**src/rtl/fir_decim_cfg.sv**
```systemverilog
// Configuration sequencer for the 4-channel decimating FIR: streams coefficients, writes the rate word,
// optionally flushes stale history (macro FIR_DECIM_CFG_FLUSH_EN) and gates the output strobe meanwhile.
module fir_decim_cfg #(
  parameter int TIMEOUT = 1024,
  parameter int FLUSH   = 4
) (
  input  logic        c,
  input  logic        r,
  input  logic        req,
  input  logic [1:0]  req_l2n,
  input  logic [17:0] s_data,
  input  logic        s_valid,
  output logic        s_ready,
  output logic [31:0] cd,
  output logic        cw,
  input  logic        f_ov,
  output logic        ov,
  output logic        busy,
  output logic        done,
  output logic        err
);

  localparam int TW = $clog2(TIMEOUT + 1);

  typedef enum logic [2:0] {
    ST_IDLE,
    ST_LOAD,
    ST_RATE,
    ST_FLUSH,
    ST_DONE
  } state_t;

  state_t state, state_n;

  logic [1:0]    l2n;
  logic [7:0]    idx;
  logic [7:0]    last_idx;
  logic [TW-1:0] tmo;
  logic          mute;
  logic          hs;
  logic          tmo_hit;

`ifdef FIR_DECIM_CFG_FLUSH_EN
  localparam int FW = $clog2(FLUSH + 1);
  logic [FW-1:0] fcnt;
  logic          flush_hit;
  assign flush_hit = f_ov && (fcnt == FW'(FLUSH - 1));
`endif

  assign s_ready = (state == ST_LOAD);
  assign busy    = (state != ST_IDLE);
  assign done    = (state == ST_DONE);
  assign ov      = f_ov & ~mute;
  assign hs      = s_ready & s_valid;
  assign tmo_hit = (state == ST_LOAD) && !s_valid && (tmo == TW'(TIMEOUT - 1));

  always_comb begin
    last_idx = 8'd31;
    case (l2n)
      2'd0: last_idx = 8'd31;
      2'd1: last_idx = 8'd63;
      2'd2: last_idx = 8'd127;
      2'd3: last_idx = 8'd255;
      default: last_idx = 8'd31;
    endcase
  end

  always_ff @(posedge c or posedge r) begin
    if (r) state <= ST_IDLE;
    else   state <= state_n;
  end

  always_comb begin
    state_n = state;
    case (state)
      ST_IDLE: if (req) state_n = ST_LOAD;
      ST_LOAD: begin
        if (hs && (idx == last_idx)) state_n = ST_RATE;
        else if (tmo_hit)            state_n = ST_IDLE;
      end
`ifdef FIR_DECIM_CFG_FLUSH_EN
      ST_RATE:  state_n = ST_FLUSH;
      ST_FLUSH: if (flush_hit) state_n = ST_DONE;
`else
      ST_RATE:  state_n = ST_DONE;
`endif
      ST_DONE: state_n = ST_IDLE;
      default: state_n = ST_IDLE;
    endcase
  end

  // Datapath: cd/cw are registered so each write lands one cycle after the state that produced it.
  always_ff @(posedge c or posedge r) begin
    if (r) begin
      l2n  <= 2'd0;
      idx  <= 8'd0;
      tmo  <= '0;
      err  <= 1'b0;
      mute <= 1'b1;
      cd   <= 32'd0;
      cw   <= 1'b0;
`ifdef FIR_DECIM_CFG_FLUSH_EN
      fcnt <= '0;
`endif
    end else begin
      cw <= 1'b0;
      case (state)
        ST_IDLE: begin
          if (req) begin
            l2n  <= req_l2n;
            idx  <= 8'd0;
            tmo  <= '0;
            err  <= 1'b0;
            mute <= 1'b1;
`ifdef FIR_DECIM_CFG_FLUSH_EN
            fcnt <= '0;
`endif
          end
        end
        ST_LOAD: begin
          if (hs) begin
            cd  <= {idx, 6'b0, s_data};
            cw  <= 1'b1;
            idx <= idx + 8'd1;
            tmo <= '0;
          end else if (tmo_hit) begin
            err <= 1'b1;
          end else begin
            tmo <= tmo + 1'b1;
          end
        end
        ST_RATE: begin
          cd <= 32'h0004_0000 | {30'd0, l2n};
          cw <= 1'b1;
        end
`ifdef FIR_DECIM_CFG_FLUSH_EN
        ST_FLUSH: begin
          if (f_ov) fcnt <= fcnt + 1'b1;
        end
`endif
        default: ;
      endcase
      // Unmute on entry to DONE so the filter output is live from the completion cycle onward.
      if (state_n == ST_DONE) mute <= 1'b0;
    end
  end

endmodule
```
**config.mk**
```make
export PLATFORM = sky130hd
export DESIGN_NAME = fir_decim_cfg
export DESIGN_NICKNAME = d
export VERILOG_FILES = /design/src/rtl/fir_decim_cfg.sv
export SDC_FILE = /design/constraint.sdc
export NUM_CORES = 1
export LEC_CHECK = 0
export CAP_MARGIN = 10
export CORE_MARGIN = 8
export CORE_UTILIZATION = 45
export CTS_BUF_LIST = sky130_fd_sc_hd__clkbuf_8
export DETAILED_ROUTE_END_ITERATION = 7
export PLACE_DENSITY_LB_ADDON = 0.3
export SLEW_MARGIN = 0
export SYNTH_ARGS = -nofsm -noshare
export SYNTH_HDL_FRONTEND = slang
export SYNTH_SLANG_ARGS = --single-unit
```
**constraint.sdc**
```tcl
create_clock -name c -period 2.1 [get_ports c]
set_input_delay 0.21 -clock c [delete_from_list [all_inputs] [get_ports c]]
set_output_delay 0.21 -clock c [all_outputs]
set_load 0.05 [all_outputs]
```
==> flow_summary.html <==
<table>
<tr><th>Metric</th><th>Value</th></tr>
<tr><th colspan="2">Timing</th></tr>
<tr><td>Setup slack of the critical path after layout</td><td>126.0 ps</td></tr>
<tr><td>Setup tns final</td><td>0 ps</td></tr>
<tr><td>Max-slew violation count</td><td>0</td></tr>
<tr><td>Upper clock frequency limit</td><td>0.5066 GHz</td></tr>
<tr><td>Maximum clock skew at final layout</td><td>5.407 ps</td></tr>
<tr><td>Minimum clock period after layout</td><td>1974 ps</td></tr>
<tr><td>Count of final hold-check violations</td><td>0</td></tr>
<tr><td>Unrepaired setup endpoints after global routing</td><td>false</td></tr>
<tr><td>Final cycle utilization of the critical path</td><td>94.00%</td></tr>
<tr><td>Slew at the pin closest to its max-slew limit</td><td>526.5 ps</td></tr>
<tr><td>Total of endpoints with negative setup slack in the final report</td><td>0</td></tr>
<tr><td>Headroom to the max-slew limit</td><td>between 60% and 70%</td></tr>
<tr><td>Min Hold Slack</td><td>~230 ps</td></tr>
<tr><th colspan="2">Worst setup path</th></tr>
<tr><td>CP Data Arrival Time</td><td>2210 ps</td></tr>
<tr><td>Crit end category</td><td>register</td></tr>
<tr><td>WS Path Type</td><td>reg2reg</td></tr>
<tr><td>CP Launch Type</td><td>register</td></tr>
<tr><td>Maximum fanout count along the critical path</td><td>7</td></tr>
<tr><td>Required time at the worst-slack endpoint</td><td>2340 ps</td></tr>
<tr><th colspan="2">Drt</th></tr>
<tr><td>Vias per cell</td><td>around 5.5</td></tr>
<tr><td>Remaining design rule violation count</td><td>0</td></tr>
<tr><td>Via Count</td><td>1968</td></tr>
<tr><td>First-pass DRT Iterations</td><td>4</td></tr>
<tr><td>1st-iter DRT viols</td><td>171</td></tr>
<tr><td>Avg WL per Cell</td><td>16.30 µm</td></tr>
<tr><td>Remaining number of nets flagged by the antenna check after routing</td><td>0</td></tr>
<tr><td>Routed wire length</td><td>5835 µm</td></tr>
<tr><th colspan="2">Clock tree</th></tr>
<tr><td>Cell chosen for the clock root</td><td>sky130_fd_sc_hd__clkbuf_8</td></tr>
<tr><td>Insertion delay of the later-clocked pin in the worst-skew pair</td><td>between 300 and 400 ps</td></tr>
<tr><td>Setup bufs post-CTS</td><td>0</td></tr>
<tr><td>Clock Path Buffers</td><td>2</td></tr>
<tr><td>Clk sinks</td><td>54</td></tr>
<tr><td>H-tree depth</td><td>2</td></tr>
<tr><td>Clock Pin Slew Worst Setup and Hold Paths</td><td>100 ps</td></tr>
<tr><td>Total clock buffers created by CTS</td><td>5</td></tr>
<tr><td>Clock tree from TritonCTS</td><td>yes</td></tr>
<tr><th colspan="2">Final layout</th></tr>
<tr><td>Share of cells above drive strength 1</td><td>12.15%</td></tr>
<tr><td>Area used by multi-input combinational logic</td><td>977.2 µm²</td></tr>
<tr><td>Register cell area after layout</td><td>1353 µm²</td></tr>
<tr><td>Signed area change from the synthesized netlist to the final layout</td><td>34.68%</td></tr>
<tr><td># diodes</td><td>0</td></tr>
<tr><td>Final design instance area without fill</td><td>about 3300 µm²</td></tr>
<tr><td>Number of fillers in the final layout</td><td>~450</td></tr>
<tr><td>Net count reported at finish</td><td>314</td></tr>
<tr><th colspan="2">Synthesis</th></tr>
<tr><td>Fraction of registers with async set/reset</td><td>between 90% and 100%</td></tr>
<tr><td>Synthesized area</td><td>2417 µm²</td></tr>
<tr><td>Synth warnings</td><td>0</td></tr>
<tr><td>Area contributors post-synth</td><td>sky130_fd_sc_hd__dfrtp_1 55%, sky130_fd_sc_hd__a22o_1 8.7%, sky130_fd_sc_hd__nor2_1 2.5%, sky130_fd_sc_hd__nand2_1 2.2%, sky130_fd_sc_hd__a21oi_1 1.9%</td></tr>
<tr><td>Yosys top cell by area</td><td>sky130_fd_sc_hd__dfrtp_1</td></tr>
<tr><td>Register bit count reported by yosys</td><td>54</td></tr>
<tr><td>Number of cells produced by synthesis</td><td>between 200 and 250</td></tr>
<tr><td>Share of synthesized area occupied by flip-flops and latches</td><td>roughly 56%</td></tr>
<tr><td>Synth top area share</td><td>54.87%</td></tr>
<tr><td>Avg Inst Size Synth</td><td>10.99 µm²</td></tr>
<tr><td>Count of flip-flops with a built-in enable after synthesis</td><td>0</td></tr>
<tr><td>Post-synthesis cell type count</td><td>48</td></tr>
<tr><td>Primary FF master, synth</td><td>sky130_fd_sc_hd__dfrtp_1</td></tr>
<tr><th colspan="2">Floorplan</th></tr>
<tr><td>IO Count</td><td>63</td></tr>
<tr><td>Die width</td><td>89.29 µm</td></tr>
<tr><td>Die area</td><td>7973 µm²</td></tr>
<tr><td>Starting density of the core</td><td>47.03%</td></tr>
<tr><td>Chip Height</td><td>~89 µm</td></tr>
<tr><td>FP Rows</td><td>26</td></tr>
<tr><td>CORE AREA</td><td>5140 µm²</td></tr>
<tr><th colspan="2">Global route</th></tr>
<tr><td>Largest net degree at the start of global routing</td><td>24</td></tr>
<tr><td>Overall routing resource usage</td><td>15.21%</td></tr>
<tr><td>Wire length of the first global-routing pass</td><td>9542 µm</td></tr>
<tr><td>Number of global-route vias before repair</td><td>1952</td></tr>
<tr><td>Congestion Overflow GR</td><td>0</td></tr>
<tr><td>Antenna violations before repair</td><td>0</td></tr>
<tr><th colspan="2">Power</th></tr>
<tr><td>Worst vdd ir</td><td>between 0.4 and 0.5 mV</td></tr>
<tr><td>Total power per unit cell area</td><td>921.5 nW/µm²</td></tr>
<tr><td>Clock network power share</td><td>24.0%</td></tr>
<tr><td>Switching power</td><td>about 1100 µW</td></tr>
<tr><td>P_int</td><td>1920 µW</td></tr>
<tr><td>Share of total power in combinational logic</td><td>31.4%</td></tr>
<tr><td>Leakage power of the design</td><td>0.001415 µW</td></tr>
<tr><td>Sequential Power Share</td><td>44.6%</td></tr>
<tr><td>Switching part of the total</td><td>a little over a third</td></tr>
<tr><th colspan="2">Place</th></tr>
<tr><td>Post-Place Setup Slack</td><td>77.13 ps</td></tr>
<tr><td>Area after detailed placement</td><td>3141 µm²</td></tr>
<tr><td>Sum of net half-perimeters after detailed placement</td><td>4230 µm</td></tr>
<tr><td>Final Wtd Congestion</td><td>approximately 0.84</td></tr>
<tr><td>Count of input and output buffers</td><td>57</td></tr>
<tr><th colspan="2">Run</th></tr>
<tr><td>Max-cap viol count</td><td>0</td></tr>
<tr><th colspan="2">Outcome</th></tr>
<tr><td>Run status</td><td>completed</td></tr>
<tr><th colspan="2">Worst hold path</th></tr>
<tr><td>Path category of the worst min-delay check</td><td>in2async</td></tr>
</table>
## metal layers
layer / global-route usage [%] / part of all wire [%] / vias up
li1: - / - / 939
met1: 20.77 / 45 / 950
met2: 23.10 / 45 / 75
met3: 4.963 / 8.5 / 4
met4: 2.719 / 0.72 / 0
met5: 0 / 0 / -
## flip-flops by register name, summed over array words and instances, names as in the netlist
signal / cells
cw: 1
mute: 1
state: 3
l2n: 2
tmo: 11
cd: 27
err: 1
idx: 8
## cell type report
cell class                      count  area share [%]
Tap cell                           70           2.690
Clock buffer                        5           2.114
Multi-Input combinational cell    146           30.02
Inverter                           10           1.153
Clock inverter                      3           1.460
Timing Repair Buffer               70           21.02
Sequential cell                    54           41.55
## cell usage after synthesis (2+ instances only)
master and count:
sky130_fd_sc_hd__a21oi_1 9, sky130_fd_sc_hd__a22o_1 24, sky130_fd_sc_hd__and2_1 2, sky130_fd_sc_hd__buf_2 6
sky130_fd_sc_hd__buf_4 5, sky130_fd_sc_hd__clkbuf_1 2, sky130_fd_sc_hd__dfrtp_1 53, sky130_fd_sc_hd__ha_1 2
sky130_fd_sc_hd__inv_1 10, sky130_fd_sc_hd__mux2_2 2, sky130_fd_sc_hd__nand2_1 14, sky130_fd_sc_hd__nand2b_1 2
sky130_fd_sc_hd__nand3_1 4, sky130_fd_sc_hd__nand4_1 5, sky130_fd_sc_hd__nor2_1 16, sky130_fd_sc_hd__nor3_1 2
sky130_fd_sc_hd__nor3b_1 2, sky130_fd_sc_hd__nor4_1 5, sky130_fd_sc_hd__o21ai_0 8, sky130_fd_sc_hd__o22ai_1 3
sky130_fd_sc_hd__o31ai_1 5, sky130_fd_sc_hd__o41ai_1 2, sky130_fd_sc_hd__or2_2 2, sky130_fd_sc_hd__or3_1 2
sky130_fd_sc_hd__or4_1 6, sky130_fd_sc_hd__xnor2_1 3, sky130_fd_sc_hd__xor2_1 3
## logic make-up (layout without fill, tap and decap cells)
family,after synthesis,count (layout),synth area share [%]
simple gates,69,69,15.53
compound gates,61,61,19.00
other cells,1,5,0.1551
flops,54,54,55.95
fa+ha+maj,2,2,1.035
mux,3,3,1.346
buf+inv,24,88,4.814
xor+xnor,6,6,2.174
## metrics by stage
step	utilization, %	total power (µW)	cells
2_1_floorplan	-	1960	224
3_3_place_gp	61.10	2286	350
3_5_place_dp	61.10	2308	350
4_1_cts	63.34	3023	358
5_1_grt	63.34	3149	358
6_report	63.34	3000	358
## worst max-delay path, stage by stage (launching register included)
cell and delay, ps:
sky130_fd_sc_hd__dfrtp_1 480, sky130_fd_sc_hd__or2_4 290, sky130_fd_sc_hd__or4_4 580, sky130_fd_sc_hd__or4_1 410, sky130_fd_sc_hd__a21oi_1 150
## power by group through the flow
stage	Sequential [µW]	Clock [µW]	Combinational, µW
2_1_floorplan	1640	0	317
3_3_place_gp	1350	0	936
3_5_place_dp	1360	0	952
4_1_cts	1340	732	953
5_1_grt	1360	776	1010
6_report	1340	720	942
## what timing repair did
item,in CTS,in global routing
gates resized for setup,1,0
hold buffers,0,0
endpoints found under the setup margin,1,0
## path summary, 6_finish.rpt
check / startpoint / cells after the start / to / slack (ps)
min reg2reg: cd[3] / 1 / cd[3] / 500
max: state[2] / 4 / tmo[7] / 130
min: r / 2 / idx[0] / 230
min in group c: req_l2n[0] / 3 / l2n[0] / 470
max in group asynchronous: r / 3 / cd[6] / 1310
max reg2reg: state[2] / 4 / tmo[7] / 130
## layout by cell type, fill, tap and decap left out, types with 3 or more instances in the layout
cell type,Yosys,final
sky130_fd_sc_hd__xnor2_1,3,3
sky130_fd_sc_hd__dfrtp_1,53,53
sky130_fd_sc_hd__clkbuf_8,0,5
sky130_fd_sc_hd__clkdlybuf4s50_1,0,53
sky130_fd_sc_hd__o21ai_0,8,8
sky130_fd_sc_hd__nand3_1,4,4
sky130_fd_sc_hd__nor2_1,16,15
sky130_fd_sc_hd__nand4_1,5,5
sky130_fd_sc_hd__o22ai_1,3,3
sky130_fd_sc_hd__conb_1,1,5
sky130_fd_sc_hd__inv_1,10,9
sky130_fd_sc_hd__nor4_1,5,5
sky130_fd_sc_hd__xor2_1,3,3
sky130_fd_sc_hd__buf_4,5,14
sky130_fd_sc_hd__o31ai_1,5,5
sky130_fd_sc_hd__a22o_1,24,24
sky130_fd_sc_hd__or4_1,6,6
sky130_fd_sc_hd__nand2_1,14,14
sky130_fd_sc_hd__a21oi_1,9,9
Note: power is estimated with default switching activity, not from simulation.
